`src/rtl/reorder_buffer_pkg.sv`:
```
// Shared types and widths for the reorder buffer slice.
package reorder_buffer_pkg;

  localparam int unsigned REG_WIDTH         = 32;
  localparam int unsigned REG_ID_WIDTH      = 5;
  localparam int unsigned ROB_WIDTH_DEFAULT = 4;

  typedef struct packed {
    logic                    busy;
    logic                    ready;
    logic [REG_ID_WIDTH-1:0] rd;
    logic [REG_WIDTH-1:0]    value;
  } rob_entry_t;

endpackage

```
`src/rtl/rob_query_port.sv`:
```
// Combinational operand lookup by tag; ROB_WB_BYPASS_EN adds a same-cycle
// forward from the write-back bus.
module rob_query_port
  import reorder_buffer_pkg::*;
#(
  parameter int unsigned ROB_WIDTH = ROB_WIDTH_DEFAULT
) (
  input  rob_entry_t           i_entries [1 << ROB_WIDTH],
  input  logic [ROB_WIDTH-1:0] i_query_tag,
  input  logic                 i_rdy,
  input  logic                 i_wb_signal,
  input  logic [ROB_WIDTH-1:0] i_wb_tag,
  input  logic [REG_WIDTH-1:0] i_wb_value,
  output logic                 o_ready,
  output logic [REG_WIDTH-1:0] o_value
);

  rob_entry_t w_sel;
  logic       w_hit_reg;

  assign w_sel     = i_entries[i_query_tag];
  assign w_hit_reg = w_sel.busy & w_sel.ready;

`ifdef ROB_WB_BYPASS_EN
  logic w_hit_wb;
  logic w_unused;

  assign w_hit_wb = i_rdy & i_wb_signal & w_sel.busy & (i_wb_tag == i_query_tag);
  assign w_unused = ^w_sel.rd;

  // The bus value is newer than anything held in the entry.
  always_comb begin
    o_ready = 1'b0;
    o_value = '0;
    if (w_hit_wb) begin
      o_ready = 1'b1;
      o_value = i_wb_value;
    end else if (w_hit_reg) begin
      o_ready = 1'b1;
      o_value = w_sel.value;
    end
  end
`else
  logic w_unused;

  assign w_unused = ^{w_sel.rd, i_rdy, i_wb_signal, i_wb_tag, i_wb_value};

  always_comb begin
    o_ready = 1'b0;
    o_value = '0;
    if (w_hit_reg) begin
      o_ready = 1'b1;
      o_value = w_sel.value;
    end
  end
`endif

endmodule

```
`src/rtl/reorder_buffer.sv`:
```
// Circular reorder buffer: tag allocation, write-back capture, in-order commit
// and two operand queries. Optional macro: ROB_WB_BYPASS_EN.
module reorder_buffer
  import reorder_buffer_pkg::*;
#(
  parameter int unsigned ROB_WIDTH = ROB_WIDTH_DEFAULT
) (
  input  logic                    clk_in,
  input  logic                    rst_in,
  input  logic                    rdy_in,
  input  logic                    issue_signal,
  input  logic [REG_ID_WIDTH-1:0] issue_rd,
  output logic [ROB_WIDTH-1:0]    issue_tag,
  output logic                    rob_full,
  input  logic                    wb_signal,
  input  logic [ROB_WIDTH-1:0]    wb_tag,
  input  logic [REG_WIDTH-1:0]    wb_value,
  output logic                    commit_signal,
  output logic [REG_ID_WIDTH-1:0] commit_rd,
  output logic [ROB_WIDTH-1:0]    commit_rd_tag,
  output logic [REG_WIDTH-1:0]    commit_rd_value,
  input  logic [ROB_WIDTH-1:0]    query_tag_1,
  input  logic [ROB_WIDTH-1:0]    query_tag_2,
  output logic                    query_ready_1,
  output logic                    query_ready_2,
  output logic [REG_WIDTH-1:0]    query_value_1,
  output logic [REG_WIDTH-1:0]    query_value_2,
  input  logic                    flush_in
);

  localparam int unsigned DEPTH = 1 << ROB_WIDTH;

  rob_entry_t           r_entries [DEPTH];
  logic [ROB_WIDTH-1:0] r_head;
  logic [ROB_WIDTH-1:0] r_tail;
  logic [ROB_WIDTH:0]   r_count;

  rob_entry_t w_head_e;
  logic       w_full;
  logic       w_empty;
  logic       w_issue;
  logic       w_wb;
  logic       w_commit;

  assign w_head_e = r_entries[r_head];
  assign w_full   = (r_count == (ROB_WIDTH + 1)'(DEPTH));
  assign w_empty  = (r_count == '0);
  assign w_issue  = rdy_in & issue_signal & ~w_full;
  assign w_wb     = rdy_in & wb_signal & r_entries[wb_tag].busy;
  assign w_commit = rdy_in & commit_signal;

  assign issue_tag     = r_tail;
  assign rob_full      = w_full;
  assign commit_rd     = w_head_e.rd;
  assign commit_rd_tag = r_head;

`ifdef ROB_WB_BYPASS_EN
  logic w_head_wb;

  assign w_head_wb       = w_wb & (wb_tag == r_head);
  assign commit_signal   = ~w_empty & w_head_e.busy & (w_head_e.ready | w_head_wb);
  assign commit_rd_value = w_head_wb ? wb_value : w_head_e.value;
`else
  assign commit_signal   = ~w_empty & w_head_e.busy & w_head_e.ready;
  assign commit_rd_value = w_head_e.value;
`endif

  // Commit is applied after write-back so a same-cycle retire of the written
  // entry leaves it cleared.
  always_ff @(posedge clk_in) begin
    if (rst_in) begin
      for (int unsigned i = 0; i < DEPTH; i++) begin
        r_entries[i] <= '0;
      end
      r_head  <= '0;
      r_tail  <= '0;
      r_count <= '0;
    end else if (rdy_in) begin
      if (flush_in) begin
        for (int unsigned i = 0; i < DEPTH; i++) begin
          r_entries[i].busy  <= 1'b0;
          r_entries[i].ready <= 1'b0;
        end
        r_head  <= '0;
        r_tail  <= '0;
        r_count <= '0;
      end else begin
        if (w_wb) begin
          r_entries[wb_tag].ready <= 1'b1;
          r_entries[wb_tag].value <= wb_value;
        end
        if (w_issue) begin
          r_entries[r_tail].busy  <= 1'b1;
          r_entries[r_tail].ready <= 1'b0;
          r_entries[r_tail].rd    <= issue_rd;
          r_tail                  <= r_tail + 1'b1;
        end
        if (w_commit) begin
          r_entries[r_head].busy  <= 1'b0;
          r_entries[r_head].ready <= 1'b0;
          r_head                  <= r_head + 1'b1;
        end
        case ({w_issue, w_commit})
          2'b10:   r_count <= r_count + 1'b1;
          2'b01:   r_count <= r_count - 1'b1;
          default: r_count <= r_count;
        endcase
      end
    end
  end

  rob_query_port #(.ROB_WIDTH(ROB_WIDTH)) u_query_1 (
    .i_entries   (r_entries),
    .i_query_tag (query_tag_1),
    .i_rdy       (rdy_in),
    .i_wb_signal (wb_signal),
    .i_wb_tag    (wb_tag),
    .i_wb_value  (wb_value),
    .o_ready     (query_ready_1),
    .o_value     (query_value_1)
  );

  rob_query_port #(.ROB_WIDTH(ROB_WIDTH)) u_query_2 (
    .i_entries   (r_entries),
    .i_query_tag (query_tag_2),
    .i_rdy       (rdy_in),
    .i_wb_signal (wb_signal),
    .i_wb_tag    (wb_tag),
    .i_wb_value  (wb_value),
    .o_ready     (query_ready_2),
    .o_value     (query_value_2)
  );

endmodule
```
`config.mk`:
```
export PLATFORM = sky130hd
export DESIGN_NAME = reorder_buffer
export DESIGN_NICKNAME = d
export VERILOG_FILES = /design/src/rtl/reorder_buffer_pkg.sv /design/src/rtl/rob_query_port.sv /design/src/rtl/reorder_buffer.sv
export SDC_FILE = /design/constraint.sdc
export NUM_CORES = 2
export LEC_CHECK = 0
export CAP_MARGIN = 10
export CORE_MARGIN = 3
export CORE_UTILIZATION = 30
export DETAILED_ROUTE_END_ITERATION = 8
export PLACE_DENSITY = 0.55
export SYNTH_ARGS = -nofsm -noshare
export SYNTH_HDL_FRONTEND = slang
export SYNTH_SLANG_ARGS = --single-unit
export TNS_END_PERCENT = 50
```
`constraint.sdc`:
```
create_clock -name clk_in -period 4.6 [get_ports clk_in]
set_clock_uncertainty 0.05 [all_clocks]
set_input_delay 0.92 -clock clk_in [delete_from_list [all_inputs] [get_ports clk_in]]
set_output_delay 0.92 -clock clk_in [all_outputs]
set_load 0.01 [all_outputs]
```
-- After elaboration in Yosys (flattened, before gate mapping)
Index checks and enable logic that the tools add are counted.
- flip-flop bits (word level): 637
- input port bits: 55
- output and inout port bits: 113
- word-level logic and storage cells: 178
- add/subtract/negate cells: 4
- magnitude comparators: 8
- equal/unequal tests: 3
- multiplexer cells: 68
- bitwise logic cells: 17
- reductions and logical operators: 11
- operators with widths (kind ; count):
    $mux W624 ; 9
    $bwmux W624 ; 7
    $demux W39 S4 ; 7
    $bmux W39 S4 ; 4
    $mux W39 ; 10
    $mux W38 ; 3
    $mux W32 ; 3
    $mux W37 ; 1
    $mux W2 ; 16
    $ge A5 B5 Y1 const B ; 5
    $not A4 Y5 ; 5
    $mux W4 ; 4
    $lt A5 B1 Y1 const B ; 3
    $pmux W5 S2 ; 1
    $and A1 B1 Y1 ; 9
    $add A4 B1 Y4 const B ; 2
    $reduce_and A2 Y1 ; 4
    $add A5 B1 Y5 const B ; 1
    $eq A5 B5 Y1 const B ; 1
    $logic_not A5 Y1 ; 1
    $mux W5 ; 1
    $sub A5 B1 Y5 const B ; 1
    $reduce_bool A2 Y1 ; 2
    $logic_and A1 B1 Y1 ; 3
    5 further kinds ; 8

-- Depth between registers and ports, before layout
- depth after elaboration: 22
- gate-level depth with buffers: 13
- mapped depth without buffers: 11

-- By module
From an unflattened synthesis, not the netlist that was laid out.
- cells, all modules: 3691
- area, all modules: 37287.0 um2
- by module, submodules not included (module ; times used ; cells each ; area an instance (um2)):
    reorder_buffer ; 1 ; 3151 ; 27640.3
    rob_query_port ; 2 ; 270 ; 4823.4

-- Worst setup path after synthesis
No wires, ideal clock.
- path type: input port to output port
- start: in query_tag_2[2]
- end: out query_value_2[0]
- data arrival time: 3124 ps
- setup slack: 506 ps
- cell stages on the path: 7
- path buffers: 4
- path through: clkbuf_1 buf_2 clkbuf_1 buf_1 mux4_2 mux4_2 nor2b_1
- word-level cells in the longest chain between the ends: 6
- RTL lines (element ; line ; source):
    from (decl) ; reorder_buffer.sv:23 ; input logic [ROB_WIDTH-1:0] query_tag_2,
    $not A4 Y5 (not written as such) * ; rob_query_port.sv:21 ; assign w_sel = i_entries[i_query_tag];
    $bmux W39 S4 * ; rob_query_port.sv:21 ;
    $mux W39 (not written as such) * (2 in a row) ; rob_query_port.sv:21 ;
    $and A1 B1 Y1 ; rob_query_port.sv:22 ; assign w_hit_reg = w_sel.busy & w_sel.ready;
    $mux W32 * ; rob_query_port.sv:51 ; if (w_hit_reg) begin
    to (decl) ; reorder_buffer.sv:27 ; output logic [REG_WIDTH-1:0] query_value_2,
Mark *: on every way between the ends. The rest lies on a longest branch, timed or not. The select of a mux whose other input is x is not followed.

-- Final worst setup path
- start: reg r_head[1] (netlist: commit_rd_tag[1])
- end: out commit_rd_value[0]
- word-level cells in the longest chain between the ends: 4
- RTL lines (element ; line ; source):
    from (decl) ; reorder_buffer.sv:34 ; logic [ROB_WIDTH-1:0] r_head;
    from (signal assigned) ; reorder_buffer.sv:101 ; r_head <= r_head + 1'b1;
    $not A4 Y5 (not written as such) ; reorder_buffer.sv:45 ; assign w_head_e = r_entries[r_head];
    $bmux W39 S4 ; reorder_buffer.sv:45 ;
    $mux W39 (not written as such) (2 in a row) ; reorder_buffer.sv:45 ;
    to (decl) ; reorder_buffer.sv:21 ; output logic [REG_WIDTH-1:0] commit_rd_value,
Every way passes these cells. The select of a mux whose other input is x is not followed.

==> flow_summary.ini <==
[detailed_routing]
dr.first_iter.drc_count = 3640
drc = 0
ant_nets = 0
wl_mm = 135
dr.pass1.iters = 5
wl_per_cell_microns = 25.3
via_count = 30200
avgViaCountPerCell = 5.65

[layout]
layout-drive-gt1-share = 0.218
nets = 3739
instances_no_fill = 5340
syn_to_final_growth_pct = 17.1

[synth]
synth_compound_area_frac = 0.107
synthSimpleGateAreaFrac = 0.154
yosys.area_share.xor_xnor = 0.00121
syn_area_per_cell_sq_um = 9.67
synth_top_family_by_area = multiplexers
ys_types = 45
syn-instance-count = 3732
yosysWarnings = 0
ys.flop_type = dfxtp_1
ys_seq_area_frac = 0.353
synthesis.area_sq_um = 36100
synthMuxAreaShare = 0.328
synth-seq-cells = 637
synth_edf_count = 0
yosys.area_share.adder = 0.00347
synth.net_count = 3797
async_flop_share = 0

[critical_path]
crit_type = reg -> out
crit_chain = buf_4 > mux4_2 > mux4_2 > clkdlybuf4s50_1
rr_worst_depth = 11
critPathRequiredTime_ns = 3.63
start_kind = register
cp_max_fo = 32
critPathMaxStageDelay_ns = 0.73
startpoint = commit_rd_tag[1]$_SDFFE_PP0P_
reg2reg_from = commit_rd_tag[1]$_SDFFE_PP0P_
cp-end-kind = output port
crit_top_cell = mux4_2
worst-r2r-setup-slack_ns = 1.23
cp_num_buf_inv = 2
r2r-end = r_count[4]$_SDFFE_PP0P_
cp_top_family = multiplexers
critPathArrivalTime_ns = 3.49
critical-path-slowest-cell = dfxtp_4

[floorplan]
rows = 126
die_y_microns = 353
core_area_sq_um = 119000
initial_core_util = 0.304
die_w_microns = 353
dieArea_sq_um = 124000
num_io_pins = 168

[worst_hold_path]
min_path_cells = 2
min_path_type = reg -> reg

[global_route]
grt_pass1_vias = 29100
track_usage = 0.211
grt_pass1_wl_mm = 200
gr-total-overflow = 0
grt_max_degree = 214
grt_antenna_before_repair = 16

[sta]
period_needed_ns = 4.46
rsz0062_at_grt = no
tightest_slew_ns = 1.17
max_freq_mhz = 224
final_max_slew_viol_count = 0
max_slew_margin = 0.220
finalSetupViolCount = 0
period_share = 0.969
hold_violations = 0
setup-tns-final_ns = 0

[clock_tree]
cts_buffer_depth = 3
postCtsHoldBufs = 0
postCtsSetupBuffers = 0
numCtsBuffers = 77
clock-sinks = 637
clockRootBuffer = clkbuf_16
cts.clk_slew.worst_paths_ns = 0.06
cts_tree = yes
cts_resized = 0
cts_max_level = 3
worstSkewPairLatency_ns = 0.65

[placed_design]
portBuffers = 167
placed_cells = 5195
gp_congestion = 0.842
post-dp-hpwl_mm = 81.9

[power_and_ir_drop]
pwr_density_cell_nw_per_um2 = 304
vdd_drop_max_mv = 0.241
p_leak_nw = 12.9

[job]
drv_cap = 0

[run_status]
status = completed
-- worst reg2reg max path, delay by kind of cell (launching register included) --
kind | cells | cell delay [ns]
multiplexers | 3 | 1.29
flip-flops | 1 | 0.73
AO/OA/AOI/OAI | 4 | 0.49
adder cells (fa/ha/maj) | 1 | 0.32
AND/OR/NAND/NOR | 2 | 0.26
buffers and inverters | 1 | 0.10
-- metal layers --
metal / track usage / vias to the layer above / part of all wire
li1: - / 13300 / -
met1: 0.275 / 15100 / 0.39
met2: 0.343 / 1537 / 0.48
met3: 0.0448 / 298 / 0.092
met4: 0.0795 / 10 / 0.039
met5: 0 / - / 0.00045
-- cell usage in the layout, fill, tap and decap left out, types with 6 or more instances in the layout --
master           Yosys  layout
nand2_1           1143    1130
and2_2               0      16
o211ai_1             7       7
a21oi_1            609     609
clkbuf_8             0      18
inv_1               11      10
nand2_2              3      16
clkdlybuf4s50_1      0     158
diode_2              0       7
bufinv_16            0      11
dfxtp_1            637     634
clkbuf_16            0      79
nor2_1              77      77
a31o_2               7       7
and3_1               9       9
nand3_1             18      18
ha_1                10      10
nor2b_1             69      69
nor3_1              17      17
buf_12               0      55
clkbuf_1           210      17
a31oi_1              6       6
mux4_2             522     522
o21ai_0             95      94
buf_4               31      59
mux2i_1              6       6
clkinv_2             0       8
-- synthesized netlist by cell type (17+ instances only) --
library cell,number,area share
buf_4,31,0.0065
and2_1,20,0.0035
clkbuf_1,210,0.022
buf_6,19,0.0059
nor2b_1,69,0.012
buf_2,45,0.0062
nor2_1,77,0.0080
nor3_1,17,0.0024
nand3_1,18,0.0025
dfxtp_1,637,0.35
mux4_2,522,0.33
buf_1,111,0.012
a21oi_1,609,0.084
o21ai_0,95,0.013
nand2_1,1143,0.12
-- kinds of logic after synthesis --
logic type | count (synthesis)
buf+inv | 427
xor+xnor | 5
simple gates | 1382
mux | 529
fa+ha+maj | 10
compound gates | 742
flops | 637
-- final cells by class --
cell class              instances  area, sq um
fillers                     11700        76500
multi-input cells            2668        21500
flip-flops and latches        637        12800
repair buffers                279         3210
clock buffers                 110         2230
well taps                    1600         2000
clock inverters                28          495
inverters                      11         43.8
diodes                          7         17.5
-- report_power, final --
| group | leakage (nW) | internal, mW | switching, mW |
|---|---|---|---|
| logic | 6.41 | 0.224 | 0.453 |
| clock network | 1.33 | 4.02 | 2.63 |
| registers | 5.13 | 5.52 | 0.00343 |
| total | 12.9 | 9.76 | 3.08 |
-- worst max path at each step --
| stage | slack (ns) | to | cells after the start |
|---|---|---|---|
| 2_1_floorplan | 0.51 | query_value_2[0] | 7 |
| 3_3_place_gp | 0.19 | register | 9 |
| 3_5_place_dp | 0.14 | register | 9 |
| 4_1_cts | 0.1 | commit_rd_value[0] | 4 |
| 5_1_grt | 0.06 | query_value_2[24] | 6 |
| 6_report | 0.14 | commit_rd_value[0] | 4 |
-- stage by stage --
step	power, mW	setup WS (ns)	util	area [sq um]	hold WS, ns
after floorplan	6.07	0.506	-	36100	0.401
after global placement	6.32	0.186	0.333	39500	0.409
after detailed placement	6.32	0.140	0.333	39500	0.414
after CTS	12.9	0.0984	0.356	42200	0.422
after global routing	13.2	0.0649	0.356	42200	0.437
final	12.8	0.142	0.356	42200	0.424
Note: power is estimated with default switching activity, not from simulation.
